[config.mk]
export PLATFORM = sky130hd
export DESIGN_NAME = activity_detector
export DESIGN_NICKNAME = d
export VERILOG_FILES = /design/src/rtl/activity_pkg.sv /design/src/rtl/activity_detector_sync_filter.sv /design/src/rtl/activity_detector.sv
export SDC_FILE = /design/constraint.sdc
export NUM_CORES = 1
export LEC_CHECK = 0
export BUFFER_PORTS_ARGS = -buffer_cell sky130_fd_sc_hd__clkbuf_2
export CAP_MARGIN = 10
export CORE_ASPECT_RATIO = 0.7
export CORE_MARGIN = 2
export CORE_UTILIZATION = 45
export CTS_CLUSTER_DIAMETER = 60
export DETAILED_ROUTE_END_ITERATION = 8
export PLACE_DENSITY = 0.64
export SETUP_SLACK_MARGIN = 0.15
export SYNTH_ARGS = -nofsm -noshare
export SYNTH_HDL_FRONTEND = slang
export SYNTH_HIERARCHICAL = 1
export SYNTH_SLANG_ARGS = --single-unit
[constraint.sdc]
create_clock -name clk -period 3.8 [get_ports clk]
set_input_delay 0.38 -clock clk [delete_from_list [all_inputs] [get_ports clk]]
set_output_delay 0.38 -clock clk [all_outputs]
set_load 0.05 [all_outputs]
[src/rtl/activity_pkg.sv]
// Shared definitions for the activity detector.
// Contents:
//   state_e          - pulse FSM states (idle / holdoff)
//   EDGE_COUNT_W     - width of the free-running qualified-edge counter
//   HOLDOFF_DEFAULT  - default pulse holdoff window in clocks
package activity_pkg;

  typedef enum logic [0:0] {
    StIdle,
    StHoldoff
  } state_e;

  localparam int unsigned EDGE_COUNT_W    = 16;
  localparam logic [31:0] HOLDOFF_DEFAULT = 32'd1_000;

endpackage

[src/rtl/activity_detector_sync_filter.sv]
// Synchroniser plus glitch filter for an asynchronous, idle-high line.
// Ports:
//   clk           - system clock
//   reset         - asynchronous active-high reset
//   line_in       - raw asynchronous line
//   level         - filtered, synchronised line level (registered)
//   level_changed - high in the cycle whose closing edge updates level
//   level_rising  - direction of that update (1 = 0->1), valid with level_changed
module sync_filter #(
  parameter int unsigned SYNC_STAGES   = 2,
  parameter int unsigned FILTER_CYCLES = 4
) (
  input  logic clk,
  input  logic reset,
  input  logic line_in,
  output logic level,
  output logic level_changed,
  output logic level_rising
);

  localparam int unsigned CntW = $clog2(FILTER_CYCLES + 1);
  localparam logic [CntW-1:0] LastCnt = CntW'(FILTER_CYCLES - 1);
  localparam logic [CntW-1:0] CntOne  = CntW'(1);

  logic [SYNC_STAGES-1:0] sync_q;
  logic                   sync;
  logic [CntW-1:0]        filt_q, filt_d;
  logic                   level_q, level_d;

  // Reset to the idle-high state so release does not look like an edge.
  always_ff @(posedge clk or posedge reset) begin
    if (reset) begin
      sync_q <= '1;
    end else begin
      sync_q <= {sync_q[SYNC_STAGES-2:0], line_in};
    end
  end

  assign sync = sync_q[SYNC_STAGES-1];

  always_comb begin
    filt_d        = '0;
    level_d       = level_q;
    level_changed = 1'b0;
    if (sync != level_q) begin
      if (filt_q == LastCnt) begin
        level_d       = sync;
        level_changed = 1'b1;
      end else begin
        filt_d = filt_q + CntOne;
      end
    end
  end

  always_ff @(posedge clk or posedge reset) begin
    if (reset) begin
      filt_q  <= '0;
      level_q <= 1'b1;
    end else begin
      filt_q  <= filt_d;
      level_q <= level_d;
    end
  end

  assign level        = level_q;
  assign level_rising = sync;

endmodule

[src/rtl/activity_detector.sv]
// Activity detector: turns an asynchronous line into rate-limited one-cycle
// activity pulses and keeps a wrapping count of qualified edges.
// Optional feature macro: ACTIVITY_BOTH_EDGES_EN (defined: rising and falling
// level updates qualify; undefined: falling only).
// Ports:
//   clk        - system clock
//   reset      - asynchronous active-high reset
//   line_in    - asynchronous monitored line, idle high
//   enable     - synchronous enable for pulse generation and counting
//   activity   - registered one-cycle pulse per qualified edge
//   level      - filtered, synchronised line level
//   edge_count - count of qualified edges, wraps
module activity_detector
  import activity_pkg::*;
#(
  parameter int unsigned SYNC_STAGES    = 2,
  parameter int unsigned FILTER_CYCLES  = 4,
  parameter logic [31:0] HOLDOFF_CYCLES = HOLDOFF_DEFAULT
) (
  input  logic                    clk,
  input  logic                    reset,
  input  logic                    line_in,
  input  logic                    enable,
  output logic                    activity,
  output logic                    level,
  output logic [EDGE_COUNT_W-1:0] edge_count
);

  localparam logic [EDGE_COUNT_W-1:0] CountOne = EDGE_COUNT_W'(1);

  logic level_changed;
  logic level_rising;
  logic qualified;

  state_e                  state_q, state_d;
  logic [31:0]             hold_q, hold_d;
  logic [EDGE_COUNT_W-1:0] count_q, count_d;
  logic                    activity_q, activity_d;

  sync_filter #(
    .SYNC_STAGES  (SYNC_STAGES),
    .FILTER_CYCLES(FILTER_CYCLES)
  ) u_sync_filter (
    .clk          (clk),
    .reset        (reset),
    .line_in      (line_in),
    .level        (level),
    .level_changed(level_changed),
    .level_rising (level_rising)
  );

  // The strobe precedes the level update by one cycle, so registering the
  // pulse here makes activity and level change on the same edge.
`ifdef ACTIVITY_BOTH_EDGES_EN
  assign qualified = level_changed;
`else
  assign qualified = level_changed & ~level_rising;
`endif

  always_comb begin
    state_d    = state_q;
    hold_d     = hold_q;
    count_d    = count_q;
    activity_d = 1'b0;
    if (!enable) begin
      state_d = StIdle;
      hold_d  = '0;
    end else begin
      if (qualified) begin
        count_d = count_q + CountOne;
      end
      unique case (state_q)
        StIdle: begin
          if (qualified) begin
            activity_d = 1'b1;
            if (HOLDOFF_CYCLES != 32'd0) begin
              hold_d  = HOLDOFF_CYCLES - 32'd1;
              state_d = StHoldoff;
            end
          end
        end
        StHoldoff: begin
          // An edge arriving while hold is 0 is counted above but not pulsed.
          if (hold_q == 32'd0) begin
            state_d = StIdle;
          end else begin
            hold_d = hold_q - 32'd1;
          end
        end
        default: state_d = StIdle;
      endcase
    end
  end

  always_ff @(posedge clk or posedge reset) begin
    if (reset) begin
      state_q    <= StIdle;
      hold_q     <= '0;
      count_q    <= '0;
      activity_q <= 1'b0;
    end else begin
      state_q    <= state_d;
      hold_q     <= hold_d;
      count_q    <= count_d;
      activity_q <= activity_d;
    end
  end

  assign activity   = activity_q;
  assign edge_count = count_q;

endmodule

* Word level (Yosys, flattened, before mapping)
Index checks and enable logic that the tools add are counted.
Operators by class: add/subtract/negate cells 3, $mul 0, div/mod/pow operators 0, magnitude comparators 0, equality and inequality tests 4, shift-type cells 0, muxes and demuxes 14, bitwise logic cells 3, reductions and logical operators 4
Operators with widths (number):
- two-way mux 32 bit | 3
- one-hot mux 32 bit (2 select lines) | 1
- zero test 32 bit | 1
- subtractor 32 x 1 -> 32 bit, second input constant | 1
- adder 16 x 1 -> 16 bit, second input constant | 1
- two-way mux 1 bit | 7
- two-way mux 3 bit | 2
- inequality test 3 bit, second input constant | 2
- AND reduction 2 bit | 3
- adder 3 x 1 -> 3 bit, second input constant | 1
- equality test 3 x 2 -> 1 bit, second input constant | 1
- inverter 1 bit | 2
- one-hot mux 1 bit (2 select lines) | 1
- bitwise AND 1 bit | 1
- inequality test 1 bit | 1
Word-level totals: bits in registers 56, bits in latches 0, RAM bits 0, bits in read-only memories 0, input bits 4, output and inout port bits 18, memories 0

* Depth between registers and ports, before layout
depth after elaboration 7, gate-level depth with buffers 10, mapped depth without buffers 8

* Modules after synthesis
The synthesis kept the hierarchy.
Modules (own cells, without submodules):
- activity_detector | instances 1, cells each 273, area an instance 2698.8 µm², sequential area each 1251.2 µm²
- sync_filter | instances 1, cells each 15, area an instance 230.2 µm², sequential area each 153.9 µm²

* Worst setup path after synthesis
Ideal clock, no wire load.
kind reg-to-reg, start point register hold_q[19], end point register hold_q[31], library setup time 78 ps, arrival 2417 ps, setup slack 1305 ps, cell stages (with the launch flop) 8, buffers on the path 2, period minus slack after synthesis 2495 ps, cell sequence dfrtp_1 -> or3_4 -> or4_4 -> buf_6 -> or3b_1 -> clkbuf_2 -> or4_1 -> a21oi_1
On the way: word-level cells in the longest chain between the ends 4, elaborated cells on any way between the ends 7, those cells by class 1 x add/sub; 1 x eq/ne; 3 x mux; 2 x reduce/logical
RTL lines:
- from (decl) | line activity_detector.sv:36 | logic [31:0] hold_q, hold_d;
- from (signal assigned) | line activity_detector.sv:103 | hold_q <= hold_d;
- subtractor 32 x 1 -> 32 bit | line activity_detector.sv:87 | hold_d = hold_q - 32'd1;
- two-way mux 32 bit | line activity_detector.sv:84 | if (hold_q == 32'd0) begin
- one-hot mux 32 bit (2 select lines) | line activity_detector.sv:72 | unique case (state_q)
- two-way mux 32 bit | line activity_detector.sv:65 | if (!enable) begin
Several ways; a longest one is shown, not always the timed one. The select of a mux whose other input is x is not followed. A chain may end at the register's enable or synchronous reset.

* Worst setup path in the final report
start point register hold_q[9], end point register hold_q[2]
On the way: word-level cells in the longest chain between the ends 3
RTL lines (line):
- zero test 32 bit | activity_detector.sv:84
- inequality test 3 bit (no source line)
- AND reduction 2 bit (no source line)
No other way between the ends.

==> metrics <==
status=finished clean; share of cells above drive strength 1=18.6%; Synth Instances=288; Crit path arrival time=3200 ps; Avg Inst Size Synth=10.2 µm²; CORE AREA=0.00625 mm²; Max-Slew Margin vs Limit=52.9%; RSZ-0062 raised after global routing=false; r2r worst-path depth=5; Initial DRT Pass Iterations=4; final RePlAce weighted congestion=0.907; Worst Setup Path Type=reg2reg; synth warn=6; Tot GR Track Use=19.0%; setup repair bufs after CTS=0; drt wl/cell=16.1 µm; nature of the critical path endpoint=register; vias in the first global route=2136; crit path capture=hold_q[2]; hpwl dp=4380 µm; worst-margin pin slew=698 ps; Routed Antenna Nets=0; maximum clock path buffer count=2; Required @ worst endpoint=4010 ps; max incr delay on CP=720 ps; Max Cap Viol=0; setup ws final=808 ps; Port Buffer Count=21; Vias=2293; Syn-to-layout area delta=9.87%; Final Hold Fails=0; Via density=5.89; Critical Path Start=hold_q[9]; die height=71.5 µm; root buf cell=clkbuf_8; syn nets=295; # hold bufs at CTS=1; Tmin final=2990 ps; ant diodes=0; CP Cell Sequence=nor4_1, nand4_1, nor4_1, nor2_1, o221a_2; VDD IR-drop max=0.000301 V; Total Wirelength=6260 µm; Cell Rows=24; io pins=22; DRC violation total after the first TritonRoute iteration=116; period utilization=78.7%; GR Overflow Total=0; CP max stage cell=nor4_1; RR Endpoint=hold_q[2]; r2r setup slk=810 ps; post-place setup slack=797 ps; final instance area=0.00322 mm²; pin count of the biggest net entering global routing=51; Netlist cell types=54; P_leak=1.53 nW; synthesized area=0.00293 mm²; delay-heaviest family, CP=simple AND/OR/NAND/NOR gates; CP Launch Type=register; Initial Utilization=46.9%; # setup viols final=0; Power, Total=1.90 mW; min-delay worst type=in2reg; crit path buf inv count=0; Hold Slack=142 ps; post_cts resized=0; Die X=100 µm; Worst path most repeated cell=nor4_1; async set or reset register ratio after synthesis=100%; nets=317; H-tree level count=2; fmax=0.334 GHz; placed inst area=0.00310 mm²; Yosys reg bits=56; max-slew violations=0; Top FF cell, synth=dfrtp_1; clock sinks=56; post-synthesis sequential area ratio=48.0%; clk_lat worst skew=320 ps; first-pass GRT wire length=10700 µm; CTS Buf Count=5; TritonCTS clock tree=done; Crit Reg-Reg Startpoint=hold_q[9]; Clk pin slew, worst setup/hold paths=100 ps; Worst path depth=5; TNS Setup=0 ps; antenna violations before repair=0; Die ar.=0.00718 mm²; crit path max fanout=9; Power per Cell Area=591 mW/mm²; DRC Markers=0; Post-synth EDFFs=0; Worst Skew=14.4 ps
[placed cells by master, fill, tap and decap left out, types with 3 or more instances in the layout]
| master | Yosys | final |
|---|---|---|
| or2_2 | 4 | 4 |
| dfrtp_1 | 53 | 53 |
| clkbuf_8 | 0 | 5 |
| o221a_2 | 5 | 5 |
| buf_4 | 1 | 3 |
| o21ai_0 | 10 | 10 |
| nor4_1 | 4 | 4 |
| ha_1 | 3 | 3 |
| a31oi_1 | 3 | 3 |
| or3_1 | 12 | 12 |
| nor2_1 | 22 | 22 |
| dfstp_2 | 3 | 3 |
| or4_1 | 12 | 12 |
| xnor2_1 | 11 | 11 |
| nand4_1 | 8 | 8 |
| nor3b_1 | 3 | 3 |
| a21oi_1 | 16 | 16 |
| nand3_1 | 9 | 9 |
| clkbuf_2 | 2 | 21 |
| o211ai_1 | 3 | 3 |
| and2_1 | 4 | 4 |
| o31ai_1 | 12 | 12 |
| xor2_1 | 11 | 11 |
| nor3_1 | 7 | 7 |
| inv_1 | 4 | 3 |
| nand2_1 | 21 | 21 |
| and3_1 | 4 | 4 |
[report_power, final]
group | switching (mW) | internal (mW) | total [mW]
combinational | 0.530 | 0.311 | 0.840
sequential | 0.0729 | 0.666 | 0.739
clock | 0.192 | 0.129 | 0.322
[layer usage]
layer	track usage [%]	share of wire (%)	wire length [µm]	up-vias
li1	-	-	-	1127
met1	30.0	52	3240	1116
met2	26.6	41	2590	43
met3	3.80	5.9	371	7
met4	5.02	0.91	57	0
met5	0	0	0	-
[worst reg2reg max path, stage by stage, from the launching register on]
cell,delay (ps)
dfrtp_1,430
nor4_1,590
nand4_1,510
nor4_1,720
nor2_1,290
o221a_2,340
[cell families (layout without fill, tap and decap cells)]
group | count (synthesis) | in the layout | share of synthesized area [%]
simple gates | 126 | 126 | 25.2
compound gates | 63 | 63 | 15.5
flops | 56 | 56 | 48.0
xor+xnor | 22 | 22 | 6.58
buf+inv | 16 | 39 | 2.78
fa+ha+maj | 3 | 3 | 1.28
mux | 2 | 2 | 0.769
[cell usage after synthesis, types with 4 or more instances]
master	number	area, µm²
a21oi_1	16	80.1
and2_1	4	25.0
and3_1	4	25.0
clkbuf_1	5	18.8
dfrtp_1	53	1330
inv_1	4	15.0
nand2_1	21	78.8
nand3_1	9	45.0
nand4_1	8	50.1
nor2_1	22	82.6
nor3_1	7	35.0
nor4_1	4	25.0
o21ai_0	10	50.1
o221a_2	5	56.3
o31ai_1	12	90.1
or2_2	4	25.0
or3_1	12	75.1
or4_1	12	90.1
xnor2_1	11	96.3
xor2_1	11	96.3
[final cells by class]
| type | instances | area [µm²] |
|---|---|---|
| fill | 581 | 3030 |
| multi-input combinational | 216 | 1450 |
| sequential | 56 | 1410 |
| timing repair buffer | 26 | 158 |
| tap | 78 | 97.6 |
| clock buffer | 6 | 72.6 |
| inverter | 5 | 18.8 |
| clock inverter | 2 | 12.5 |
[per-stage QoR]
stage          cells  utilization, %
5_1_grt          389            51.5
3_5_place_dp     379            49.7
4_1_cts          388            51.2
2_1_floorplan    288               -
3_3_place_gp     379            49.7
6_report         389            51.5
[how the worst min path moves through the flow]
stage,cells after the start,to,start
finish,1,u_sync_filter/sync_q[0],line_in
global route,1,u_sync_filter/sync_q[0],line_in
CTS,1,u_sync_filter/sync_q[0],line_in
detailed placement,2,u_sync_filter/filt_q[2],reset
global placement,2,u_sync_filter/filt_q[2],reset
floorplan,1,u_sync_filter/filt_q[0],reset
[state kept, by name (all words and copies together) (netlist names)]
| signal | flops |
|---|---|
| state_q | 1 |
| edge_count | 16 |
| u_sync_filter/sync_q | 2 |
| u_sync_filter/filt_q | 3 |
| hold_q | 32 |
| activity | 1 |
| u_sync_filter/level | 1 |
(Power assumes the default switching activity.)
